[config.mk]
export PLATFORM = sky130hd
export DESIGN_NAME = branch_resolve_flat
export DESIGN_NICKNAME = d
export VERILOG_FILES = /design/src/rtl/branch_resolve_if.sv /design/src/rtl/branch_resolve.sv /design/src/flat_wrapper.sv
export SDC_FILE = /design/constraint.sdc
export NUM_CORES = 1
export LEC_CHECK = 0
export CAP_MARGIN = 20
export CORE_ASPECT_RATIO = 0.6
export CORE_MARGIN = 4
export CORE_UTILIZATION = 38
export DETAILED_ROUTE_END_ITERATION = 7
export GPL_TIMING_DRIVEN = 0
export PLACE_DENSITY = 0.82
export SYNTH_ARGS = -nofsm -noshare
export SYNTH_HDL_FRONTEND = slang
export SYNTH_SLANG_ARGS = --single-unit
[constraint.sdc]
create_clock -name clk -period 2.45 [get_ports clk]
set_input_delay 0.49 -clock clk [delete_from_list [all_inputs] [get_ports clk]]
set_output_delay 0.49 -clock clk [all_outputs]
set_load 0.01 [all_outputs]
[src/rtl/branch_resolve_if.sv]
// ALU-to-branch-resolve beat interface plus the fetch redirect handshake.
// master: the ALU/fetch side that drives beats and acks.
// slave: the branch_resolve unit.
interface branch_resolve_if;
  logic        in_valid;
  logic        in_ready;
  logic [31:0] ir;
  logic [1:0]  br_op;
  logic [31:0] dr;
  logic [31:0] ind_tgt;
  logic        sf;
  logic        zf;
  logic        cf;
  logic        vf;
  logic        pf;
  logic        flag_up;
  logic        redirect_valid;
  logic [31:0] redirect_pc;
  logic        redirect_ack;
  logic [4:0]  flags_q;
  logic        squashing;

  modport master (
    output in_valid, ir, br_op, dr, ind_tgt, sf, zf, cf, vf, pf, flag_up,
           redirect_ack,
    input  in_ready, redirect_valid, redirect_pc, flags_q, squashing
  );

  modport slave (
    input  in_valid, ir, br_op, dr, ind_tgt, sf, zf, cf, vf, pf, flag_up,
           redirect_ack,
    output in_ready, redirect_valid, redirect_pc, flags_q, squashing
  );
endinterface

[src/rtl/branch_resolve.sv]
// Branch resolution in the execute stage: holds the architectural flag
// register, evaluates B/Bcc/indirect branches against it, raises a redirect
// to fetch over a valid/ack handshake, then drops SQUASH_DEPTH wrong-path
// beats.
module branch_resolve #(
  parameter int SQUASH_DEPTH = 2
) (
  input  logic            clk,
  input  logic            rst,
  branch_resolve_if.slave bus
);

  typedef enum logic [1:0] {RUN, REDIR, SQUASH} state_t;

  localparam logic [1:0] OP_B   = 2'b01;
  localparam logic [1:0] OP_BCC = 2'b10;
  localparam logic [1:0] OP_IND = 2'b11;

  state_t      state, state_nxt;
  logic [3:0]  cnt, cnt_nxt;
  logic [4:0]  flags, flags_nxt;
  logic        rv, rv_nxt;
  logic [31:0] rpc, rpc_nxt;
  logic        accept;
  logic        taken;

  // Only the condition-code field of the instruction word matters here.
  logic unused_ir;
  assign unused_ir = ^{bus.ir[31:20], bus.ir[15:0]};

  // Condition evaluation over {sf,zf,cf,vf,pf}; odd codes invert even ones.
  function automatic logic cond_holds(input logic [3:0] cc, input logic [4:0] f);
    logic s, z, c, v, p, base;
    {s, z, c, v, p} = f;
    case (cc[3:1])
      3'd0:    base = v;
      3'd1:    base = c;
      3'd2:    base = z;
      3'd3:    base = c | z;
      3'd4:    base = s;
      3'd5:    base = p;
      3'd6:    base = s ^ v;
      default: base = z | (s ^ v);
    endcase
    return base ^ cc[0];
  endfunction

  assign bus.in_ready       = (state != REDIR);
  assign bus.squashing      = (state == SQUASH);
  assign bus.redirect_valid = rv;
  assign bus.redirect_pc    = rpc;
  assign bus.flags_q        = flags;

  assign accept = bus.in_valid & bus.in_ready;
  // The decision uses the registered flags, i.e. those from before this beat.
  assign taken  = (bus.br_op == OP_B) || (bus.br_op == OP_IND) ||
                  ((bus.br_op == OP_BCC) && cond_holds(bus.ir[19:16], flags));

  // Next-state, flag, counter and redirect computation.
  always_comb begin
    // NOTE: every variable gets a default first so no path leaves it unassigned, which would infer a latch.
    state_nxt = state;
    cnt_nxt   = cnt;
    flags_nxt = flags;
    rv_nxt    = rv;
    rpc_nxt   = rpc;
    case (state)
      RUN: begin
        if (accept) begin
          if (bus.flag_up) flags_nxt = {bus.sf, bus.zf, bus.cf, bus.vf, bus.pf};
          if (taken) begin
            rpc_nxt   = (bus.br_op == OP_IND) ? bus.ind_tgt : bus.dr;
            rv_nxt    = 1'b1;
            state_nxt = REDIR;
          end
        end
      end
      REDIR: begin
        if (bus.redirect_ack) begin
          rv_nxt = 1'b0;
          if (SQUASH_DEPTH == 0) begin
            state_nxt = RUN;
          end else begin
            cnt_nxt   = 4'(SQUASH_DEPTH);
            state_nxt = SQUASH;
          end
        end
      end
      SQUASH: begin
        if (accept) begin
          cnt_nxt = cnt - 4'd1;
          if (cnt == 4'd1) state_nxt = RUN;
        end
      end
      default: state_nxt = RUN;
    endcase
  end

  // State and datapath registers with synchronous reset.
  always_ff @(posedge clk) begin
    // NOTE: sequential state uses non-blocking assignments so every register samples pre-edge values.
    if (rst) begin
      state <= RUN;
      cnt   <= '0;
      flags <= '0;
      rv    <= 1'b0;
      rpc   <= '0;
    end else begin
      state <= state_nxt;
      cnt   <= cnt_nxt;
      flags <= flags_nxt;
      rv    <= rv_nxt;
      rpc   <= rpc_nxt;
    end
  end

endmodule

[src/flat_wrapper.sv]
// flat-port wrapper written by rule: the top's interface ports become plain ports
module branch_resolve_flat 
#(
  parameter int SQUASH_DEPTH = 2
)
  (clk, rst, bus_in_valid, bus_ir, bus_br_op, bus_dr, bus_ind_tgt, bus_sf, bus_zf, bus_cf, bus_vf, bus_pf, bus_flag_up, bus_redirect_ack, bus_in_ready, bus_redirect_valid, bus_redirect_pc, bus_flags_q, bus_squashing);
  branch_resolve_if bus_i ();
  input  logic clk;
  input  logic rst;
  input wire logic [$bits(bus_i.in_valid)-1:0] bus_in_valid;
  input wire logic [$bits(bus_i.ir)-1:0] bus_ir;
  input wire logic [$bits(bus_i.br_op)-1:0] bus_br_op;
  input wire logic [$bits(bus_i.dr)-1:0] bus_dr;
  input wire logic [$bits(bus_i.ind_tgt)-1:0] bus_ind_tgt;
  input wire logic [$bits(bus_i.sf)-1:0] bus_sf;
  input wire logic [$bits(bus_i.zf)-1:0] bus_zf;
  input wire logic [$bits(bus_i.cf)-1:0] bus_cf;
  input wire logic [$bits(bus_i.vf)-1:0] bus_vf;
  input wire logic [$bits(bus_i.pf)-1:0] bus_pf;
  input wire logic [$bits(bus_i.flag_up)-1:0] bus_flag_up;
  input wire logic [$bits(bus_i.redirect_ack)-1:0] bus_redirect_ack;
  output wire logic [$bits(bus_i.in_ready)-1:0] bus_in_ready;
  output wire logic [$bits(bus_i.redirect_valid)-1:0] bus_redirect_valid;
  output wire logic [$bits(bus_i.redirect_pc)-1:0] bus_redirect_pc;
  output wire logic [$bits(bus_i.flags_q)-1:0] bus_flags_q;
  output wire logic [$bits(bus_i.squashing)-1:0] bus_squashing;
  assign bus_i.in_valid = bus_in_valid;
  assign bus_i.ir = bus_ir;
  assign bus_i.br_op = bus_br_op;
  assign bus_i.dr = bus_dr;
  assign bus_i.ind_tgt = bus_ind_tgt;
  assign bus_i.sf = bus_sf;
  assign bus_i.zf = bus_zf;
  assign bus_i.cf = bus_cf;
  assign bus_i.vf = bus_vf;
  assign bus_i.pf = bus_pf;
  assign bus_i.flag_up = bus_flag_up;
  assign bus_i.redirect_ack = bus_redirect_ack;
  assign bus_in_ready = bus_i.in_ready;
  assign bus_redirect_valid = bus_i.redirect_valid;
  assign bus_redirect_pc = bus_i.redirect_pc;
  assign bus_flags_q = bus_i.flags_q;
  assign bus_squashing = bus_i.squashing;
  branch_resolve #(.SQUASH_DEPTH(SQUASH_DEPTH)) u_core (.clk(clk), .rst(rst), .bus(bus_i));
endmodule
Yosys cells after proc, flatten, opt, wreduce, memory -nomap -nowiden
Cells that the tools add are included.
Cells by class
  add/sub/neg operators: 1
  equal/unequal tests: 18
  muxes and demuxes: 15
  bitwise gates (word level): 5
  reduce and logical (&&, ||, !) cells: 12
Operators by type and width (count)
  $mux 32: 1
  $mux 2: 5
  $ne 2x1->1 const B: 5
  $eq 3x3->1 const B: 3
  $reduce_and 3->1: 3
  $mux 4: 2
  $pmux 4 s2: 1
  $pmux 1 s7: 1
  $eq 2x2->1 const B: 3
  $eq 3x2->1 const B: 2
  $pmux 2 s3: 1
  $reduce_and 5->1: 1
  $eq 2x1->1 const B: 2
  $eq 4x1->1 const B: 1
  $reduce_and 4->1: 1
  $reduce_bool 2->1: 2
  $sub 4x1->4 const B: 1
  $eq 3x1->1 const B: 1
  $logic_not 3->1: 1
  $mux 1: 3
  $logic_not 2->1: 1
  $logic_or 1x1->1: 2
  $ne 2x2->1 const B: 1
  $or 1x1->1: 2
  4 further kinds: 5
Word-level totals
  flip-flop bits (word level): 44
  bits of input ports: 108
  output and inout bits: 40
  word-level logic and storage cells: 56

Depth between registers and ports, before layout
Gate-level depths: netlist of the first run.
  word-level depth: 9
  gate-level depth with buffers: 8
  mapped depth without buffers: 6

Worst setup path after synthesis of the first run
OpenSTA, ideal clock, no wires.
  path kind: input -> register
  from: in bus_ir[18]
  to: reg u_core.rpc[10], in the netlist u_core.bus.redirect_pc[10]
  library setup time: 72 ps
  arrival time: 1837 ps
  required time: 2378 ps
  path slack: 542 ps
  cell stages on the path: 7
  path buffers: 2
  cell sequence: or3b_1 a21oi_2 nor4_2 o31ai_2 buf_6 buf_12 mux2i_1
Between the ends
  cells in the longest elaborated chain, start to end: 6
  elaborated cells on any way between the ends: 12
  those cells by class: eq/ne: 6; mux: 1; bitwise: 1; reduce/logical: 4
RTL lines
  from (decl): line flat_wrapper.sv:11  | input wire logic [$bits(bus_i.ir)-1:0] bus_ir;
  $eq 3x3->1 (tied with other cells): line branch_resolve.sv:35  | case (cc[3:1])
  $pmux 1 s7 (*): line branch_resolve.sv:35
  $xor 1x1->1 (*): line branch_resolve.sv:45  | return base ^ cc[0];
  $logic_and 1x1->1 (*): line branch_resolve.sv:57  | ((bus.br_op == OP_BCC) && cond_holds(bus.ir[19:16], flags));
  $logic_or 1x1->1 (*): line branch_resolve.sv:56  | assign taken = (bus.br_op == OP_B) || (bus.br_op == OP_IND) ||
  $reduce_and 3->1 (no source line) (*)
  to (signal assigned): line branch_resolve.sv:113  | rpc <= rpc_nxt;
  to (decl): line branch_resolve.sv:23  | logic [31:0] rpc, rpc_nxt;
Every way passes the cells marked *; elsewhere a longest branch is shown, timed or not.
A chain may end at the register's enable or synchronous reset.

Final worst setup path of the first run
  from: in bus_ir[18]
  to: reg u_core.rpc[20], in the netlist u_core.bus.redirect_pc[20]
Same word-level chain as after synthesis.

==> results.md, run 1 <==
- Commonest non-fill, non-tap cell in the layout: clkdlybuf4s50_1
- First-pass GRT wire length: 12100 µm
- Initial antenna violation count: 0
- Ant diodes: 0
- Final Net Count: 524
- Die footprint: slightly below 8000 µm²
- Peak Freq: 0.440 GHz
- Static Leak: 0.00156 µW
- Period utilization: 0.928
- Starting Density: 0.397
- Synth Area per Inst: 8.45 µm²
- Clock sinks: 44
- CTS tree: done
- R2R cell count: 7
- Die Y: around 70 µm
- CP Capture Type: flip-flop
- Area Growth Syn to Fin: 55.2%
- Fin area: around 3800 µm²
- FF+latch count, synth: 44
- RePlAce Congestion: 0.905
- Hold WC Path Type: reg -> reg
- Xor-xnor portion of the synthesized cell area: 0.00712
- Largest family of logic cells by synthesized area: simple AND/OR/NAND/NOR gates
- Number of synthesized flops with an enable pin: 0
- Relative slew margins: 0.654
- First-pass iteration count of the detailed router: 4
- Power per cell area: 473 nW/µm²
- Critical path required time: 2.67 ns
- Non-Filler Instances: approximately 500
- Hold Fails Final Rpt: 0
- Asr flop ratio synth: 0
- Post-synth cell types: 32
- Crit-path slowest cell: clkdlybuf4s50_1
- Layout cells sized above 1: 0.0434
- FILL cells: 562
- Wirelength per Cell: 14.9 µm
- Netlist Area Pre-Place: 2460 µm²
- WHS Path Cells: 2
- I/O Pins: ~150
- Crit start category: primary input
- Synth Area in Compound Gates: 0.104
- CP peak stage delay: roughly 0.54 ns
- Cts hold-fix bufs: 0
- Net count after synthesis: 401
- Yosys Warn Count: 0
- Crit path kind: in -> reg
- Crit path max fanout: 10
- Vias: ~2500
- WP buf/inv: 3
- Fin. max-slew vios: 0
- Routed Wire Length: approximately 7500 µm
- PostCTS Resize Cnt: 0
- Root Buffer: clkbuf_8
- VDD IR-drop max: 0.000218 V
- 1st-iter DRT viols: 151
- Post-CTS Setup Bufs: 0
- Remaining antenna violation count: 0
- Adder-cell share of the synthesized area: 0.0102
- Vias in the first global route: 2478
- Commonest non-fill, non-tap cells in the layout: 116 x clkdlybuf4s50_1, 44 x dfxtp_1, 42 x nor2_1
- Dpl ws: -0.134 ns
- Main flop type after synthesis: dfxtp_1
- RSZ-0062 raised after global routing: false
- # DRC: 0
- Cells after DPL: 491
- Clock buffer depth: 2
- Max-Cap Viols: 0
- CTS H-tree lvls: 2
- DP Wirelength: 5680 µm
- Outcome: finished, final reports clean
- Setup Skew: 0.00987 ns
- CP Depth: 8
- CTS Buf Count: 5
- Vias per Instance: 5.01
- Clk_lat worst skew: 0.29 ns
- Core area: 6190 µm²
- Largest net degree at the start of global routing: 13
- Proportion of synthesized area in mux cells: 0.155
- Final setup viols: 0
- Delay-heaviest family, CP: buffers and inverters
- Share of the yosys chip area belonging to registers: 0.358
- GR Util All Layers: 0.187
- Worst EP arrival: 2.49 ns
- Rows: 22
- Final Critical Period: 2.27 ns
- IO buf count: 116
- Final worst slack: 0.176 ns
- Post-Synth Simple-Gate Area: 0.290
- Worst-Margin Slew: 0.520 ns
- Total grt overflow: 0
- Synth Instances: between 200 and 300
- Die Span X: 112 µm
- Clock-pin slew on the worst setup and hold paths: 0.09 ns
- Cell Area, Placed: 3720 µm²
- CP Cell Sequence: clkdlybuf4s50_1, mux2_1, o211ai_2, nor4_2, o31ai_2, buf_6, buf_12, mux2i_1
logic make-up (layout without fill, tap and decap cells):
logic type | after synthesis | in the layout
simple gates | 131 | 131
buf+inv | 29 | 153
flops | 44 | 44
mux | 38 | 38
xor+xnor | 2 | 2
fa+ha+maj | 2 | 2
compound gates | 45 | 45
metrics by stage:
step	total power, µW	setup TNS [ns]	util	hold slack [ns]
after floorplan	1070	0	-	0.478
after global placement	1340	-2.54	0.601	0.445
after detailed placement	1350	-3.18	0.601	0.450
after CTS	1830	0	0.616	0.462
after global routing	1900	0	0.616	0.498
final	1810	0	0.616	0.459
power breakdown:
part | switching [µW] | leakage, µW | internal [µW]
logic | 209 | 0.00115 | 319
clock network | 240 | 0.0000455 | 230
registers | 35.3 | 0.000360 | 772
registers in the layout (all words and copies together), names as in the netlist:
signal	flops
u_core.cnt	4
u_core.state	2
u_core.bus.redirect_valid	1
u_core.bus.redirect_pc	32
u_core.bus.flags_q	5
worst register-to-register path: stages (launching register included):
cell and delay (ns):
dfxtp_1 0.40, or3b_1 0.38, a21oi_2 0.18, nor4_2 0.07, o31ai_2 0.26, buf_6 0.20, buf_12 0.16, mux2i_1 0.20
layer usage:
layer  global-route usage  routed length (µm)  up-vias
met4               0.0351                  60        0
met3               0.0571                 742        9
li1                     -                   -     1238
met2                0.288                3160      122
met1                0.260                3500     1133
met5                    0                   0        -
final timing paths:
path	startpoint	end	slack (ns)
max	bus_ir[18]	u_core.bus.redirect_pc[20]	0.18
min	u_core.bus.redirect_valid	u_core.bus.redirect_valid	0.46
max reg2reg	u_core.bus.flags_q[1]	u_core.bus.redirect_pc[20]	0.53
min reg2reg	u_core.bus.redirect_valid	u_core.bus.redirect_valid	0.46
cell type report:
type | count | area (µm²) | share of cell area
Sequential cell | 44 | 881 | 0.231
Multi-Input combinational cell | 218 | 1390 | 0.365
Timing Repair Buffer | 116 | 1160 | 0.304
Tap cell | 84 | 105 | 0.0276
Inverter | 5 | 18.8 | 0.00492
Buffer | 24 | 166 | 0.0436
Clock buffer | 8 | 90.1 | 0.0236
cells in the mapped netlist, types with 2 or more instances:
| cell type | instances | share of area |
|---|---|---|
| nor3_1 | 2 | 0.0041 |
| clkbuf_1 | 18 | 0.027 |
| nand3b_1 | 2 | 0.0061 |
| nand2b_1 | 36 | 0.092 |
| dfxtp_1 | 44 | 0.36 |
| nand4b_1 | 2 | 0.0071 |
| or3_1 | 32 | 0.081 |
| nor2_1 | 42 | 0.064 |
| mux2i_1 | 37 | 0.15 |
| nand2_1 | 7 | 0.011 |
| clkbuf_8 | 2 | 0.011 |
| ha_1 | 2 | 0.010 |
| and2_1 | 2 | 0.0051 |
| a21oi_1 | 39 | 0.079 |
| buf_12 | 3 | 0.024 |
| inv_1 | 5 | 0.0076 |
(Power assumes the default switching activity.)
==> inputs of run 2 (changes only) <==
--- a/config.mk
+++ b/config.mk
@@ -8,10 +8,11 @@
 export CAP_MARGIN = 20
 export CORE_ASPECT_RATIO = 0.6
 export CORE_MARGIN = 4
-export CORE_UTILIZATION = 38
+export CORE_UTILIZATION = 40
 export DETAILED_ROUTE_END_ITERATION = 7
 export GPL_TIMING_DRIVEN = 0
-export PLACE_DENSITY = 0.82
+export PLACE_DENSITY_LB_ADDON = 0.12
+export REMOVE_ABC_BUFFERS = 1
 export SYNTH_ARGS = -nofsm -noshare
 export SYNTH_HDL_FRONTEND = slang
 export SYNTH_SLANG_ARGS = --single-unit
==> constraint.sdc (replaced) <==
create_clock -name clk -period 2.7 [get_ports clk]
set_input_delay 0.54 -clock clk [delete_from_list [all_inputs] [get_ports clk]]
set_output_delay 0.54 -clock clk [all_outputs]
set_load 0.01 [all_outputs]
==> run 2 against run 1 <==
Clock skew decreased by 0.0016 ns. Hold slack got worse by 0.0014 ns. Final cell count shrank 3.4%. Highest routed layer unchanged.
==> results.md, run 2 (synthesis results as in run 1) <==
- RePlAce Congestion: 0.731 (-19%)
- WHS Path Cells: 2 (unchanged)
- First-pass iteration count of the detailed router: 4 (unchanged)
- Rows: 21 (-4.5%)
- Max-Cap Viols: 0 (unchanged)
- Crit path kind: in -> reg
- Vias per Instance: 4.85 (-3.3%)
- Vias: 2337 (-6.6%)
- Clock buffer depth: 2 (unchanged)
- Cts hold-fix bufs: 0 (unchanged)
- Cell Area, Placed: 3740 µm² (+0.54%)
- Die Y: 68.7 µm (-2.2%)
- Relative slew margins: 0.519 (-0.134)
- CTS tree: done
- R2R cell count: 7 (unchanged)
- Area Growth Syn to Fin: 57.6%
- CP Capture Type: flip-flop
- Starting Density: 0.427 (+0.0303)
- IO buf count: 119 (+2.6%)
- Crit start category: primary input
- RSZ-0062 raised after global routing: false
- Remaining antenna violation count: 0 (unchanged)
- CTS H-tree lvls: 2 (unchanged)
- Critical path required time: 2.93 ns (+0.26 ns)
- First-pass GRT wire length: 10600 µm (-12%)
- Hold Slack: 0.458 ns (-0.00141 ns)
- CP most frequent cell: buf_16
- Crit-path slowest cell: clkdlybuf4s50_1
- Number of flip-flops in the largest register: 32 (unchanged)
- Met1 Wirelength: 3270 µm (-6.4%)
- Final setup viols: 0 (unchanged)
- Commonest non-fill, non-tap cells in the layout: 117 x clkdlybuf4s50_1, 44 x dfxtp_1, 42 x nor2_1
- Core area: 5750 µm² (-7.1%)
- FILL cells: 488 (-13%)
- Total grt overflow: 0 (unchanged)
- Worst-Margin Slew: 0.720 ns (+0.200 ns)
- Fin area: 3870 µm² (+1.6%)
- Worst EP arrival: 2.71 ns (+0.22 ns)
- Static Leak: 0.00161 µW (+3.0%)
- Max Used Layer: met4
- Crit path max fanout: 22 (+12)
- Period utilization: 0.918
- Final Net Count: 511 (-2.5%)
- Vias in the first global route: 2166 (-13%)
- Clk_lat worst skew: 0.30 ns (about the same)
- Largest net degree at the start of global routing: 65 (+52)
- Hold WC Path Type: reg -> reg
- DP Wirelength: 5050 µm (-11%)
- Wirelength per Cell: 14.3 µm (-4.6%)
- CP Cell Sequence: clkdlybuf4s50_1, buf_16, nand2_1, buf_16, nor2_1, or3_1, mux2i_1
- # DRC: 0 (unchanged)
- Setup Skew: 0.00827 ns (-0.00160 ns)
- Die Span X: 109 µm (-2.3%)
- Peak Freq: 0.403 GHz
- CP peak stage delay: 0.70 ns (+0.16 ns)
- I/O Pins: 148 (unchanged)
- 1st-iter DRT viols: 107 (-29%)
- Final Critical Period: 2.48 ns
- Fin. max-slew vios: 0 (unchanged)
- Routed Wire Length: 6870 µm (-7.9%)
- Met2 wire len: 2930 µm (-7.3%)
- Hold Fails Final Rpt: 0 (unchanged)
- Initial antenna violation count: 0 (unchanged)
- Power per cell area: 422 nW/µm² (-11%)
- Die footprint: 7510 µm² (-4.5%)
- Clock-pin slew on the worst setup and hold paths: 0.09 ns (about the same)
- Commonest non-fill, non-tap cell in the layout: clkdlybuf4s50_1
- Ant diodes: 0 (unchanged)
- VDD IR-drop max: 0.000224 V (+3.0%)
- Clock sinks: 44 (unchanged)
- CTS Buf Count: 5 (unchanged)
- Layout cells sized above 1: 0.0572 (+0.0138)
- Outcome: finished, final reports clean
- Root Buffer: clkbuf_8
- Routed met3 length: 628 µm (-15%)
- GR Util All Layers: 0.181 (-0.00570)
-- run 2: metrics by stage --
step / setup TNS (ns) / power [µW] / instances / utilization / worst slack (ns)
after floorplan: -34.34 / 927 / 267 / - / -1.01
after global placement: -100.15 / 1200 / 466 / 0.623 / -2.95
after detailed placement: -13.97 / 1230 / 472 / 0.651 / -0.483
after CTS: 0 / 1660 / 482 / 0.673 / 0.135
after global routing: 0 / 1730 / 482 / 0.673 / 0.129
final: 0 / 1640 / 482 / 0.673 / 0.221
-- run 2: report_power, final --
group / switching [µW] / internal [µW] / total [µW]
sequential: 31.1 / 700 / 731
clock: 228 / 180 / 409
combinational: 190 / 306 / 496
total: 449 / 1190 / 1640
-- run 2: cell type report --
| class | count | area [µm²] | share of cell area |
|---|---|---|---|
| Tap cell | 80 | 100 | 0.0258 |
| Clock buffer | 5 | 68.8 | 0.0178 |
| Multi-Input combinational cell | 218 | 1400 | 0.362 |
| Clock inverter | 3 | 18.8 | 0.00484 |
| Inverter | 5 | 18.8 | 0.00484 |
| Timing Repair Buffer | 127 | 1390 | 0.358 |
| Sequential cell | 44 | 881 | 0.227 |
-- run 2: worst paths after layout --
| check | from | end | slack (ns) |
|---|---|---|---|
| worst max-delay path | bus_br_op[0] | u_core.bus.redirect_pc[10] | 0.22 |
| worst min-delay path | u_core.bus.redirect_valid | u_core.bus.redirect_valid | 0.46 |
| worst max register to register | u_core.bus.flags_q[1] | u_core.bus.redirect_pc[12] | 0.78 |
| worst min register to register | u_core.bus.redirect_valid | u_core.bus.redirect_valid | 0.46 |
-- run 2: worst max-delay path, delay by kind of cell --
| family | cells | cell delay, ns |
|---|---|---|
| simple gates | 3 | 0.79 |
| mux | 1 | 0.13 |
| buf+inv | 3 | 1.23 |
-- run 2: repair_timing --
item,4_1_cts,5_1_grt
pin swaps,1,0
endpoints found under the setup margin,27,1
gates resized for setup,0,1
buffers inserted,2,0
-- run 2: metal layers --
layer | vias up | track usage
li1 | 1210 | -
met1 | 1047 | 0.238
met2 | 75 | 0.294
met3 | 5 | 0.0540
met4 | 0 | 0.0513
met5 | - | 0
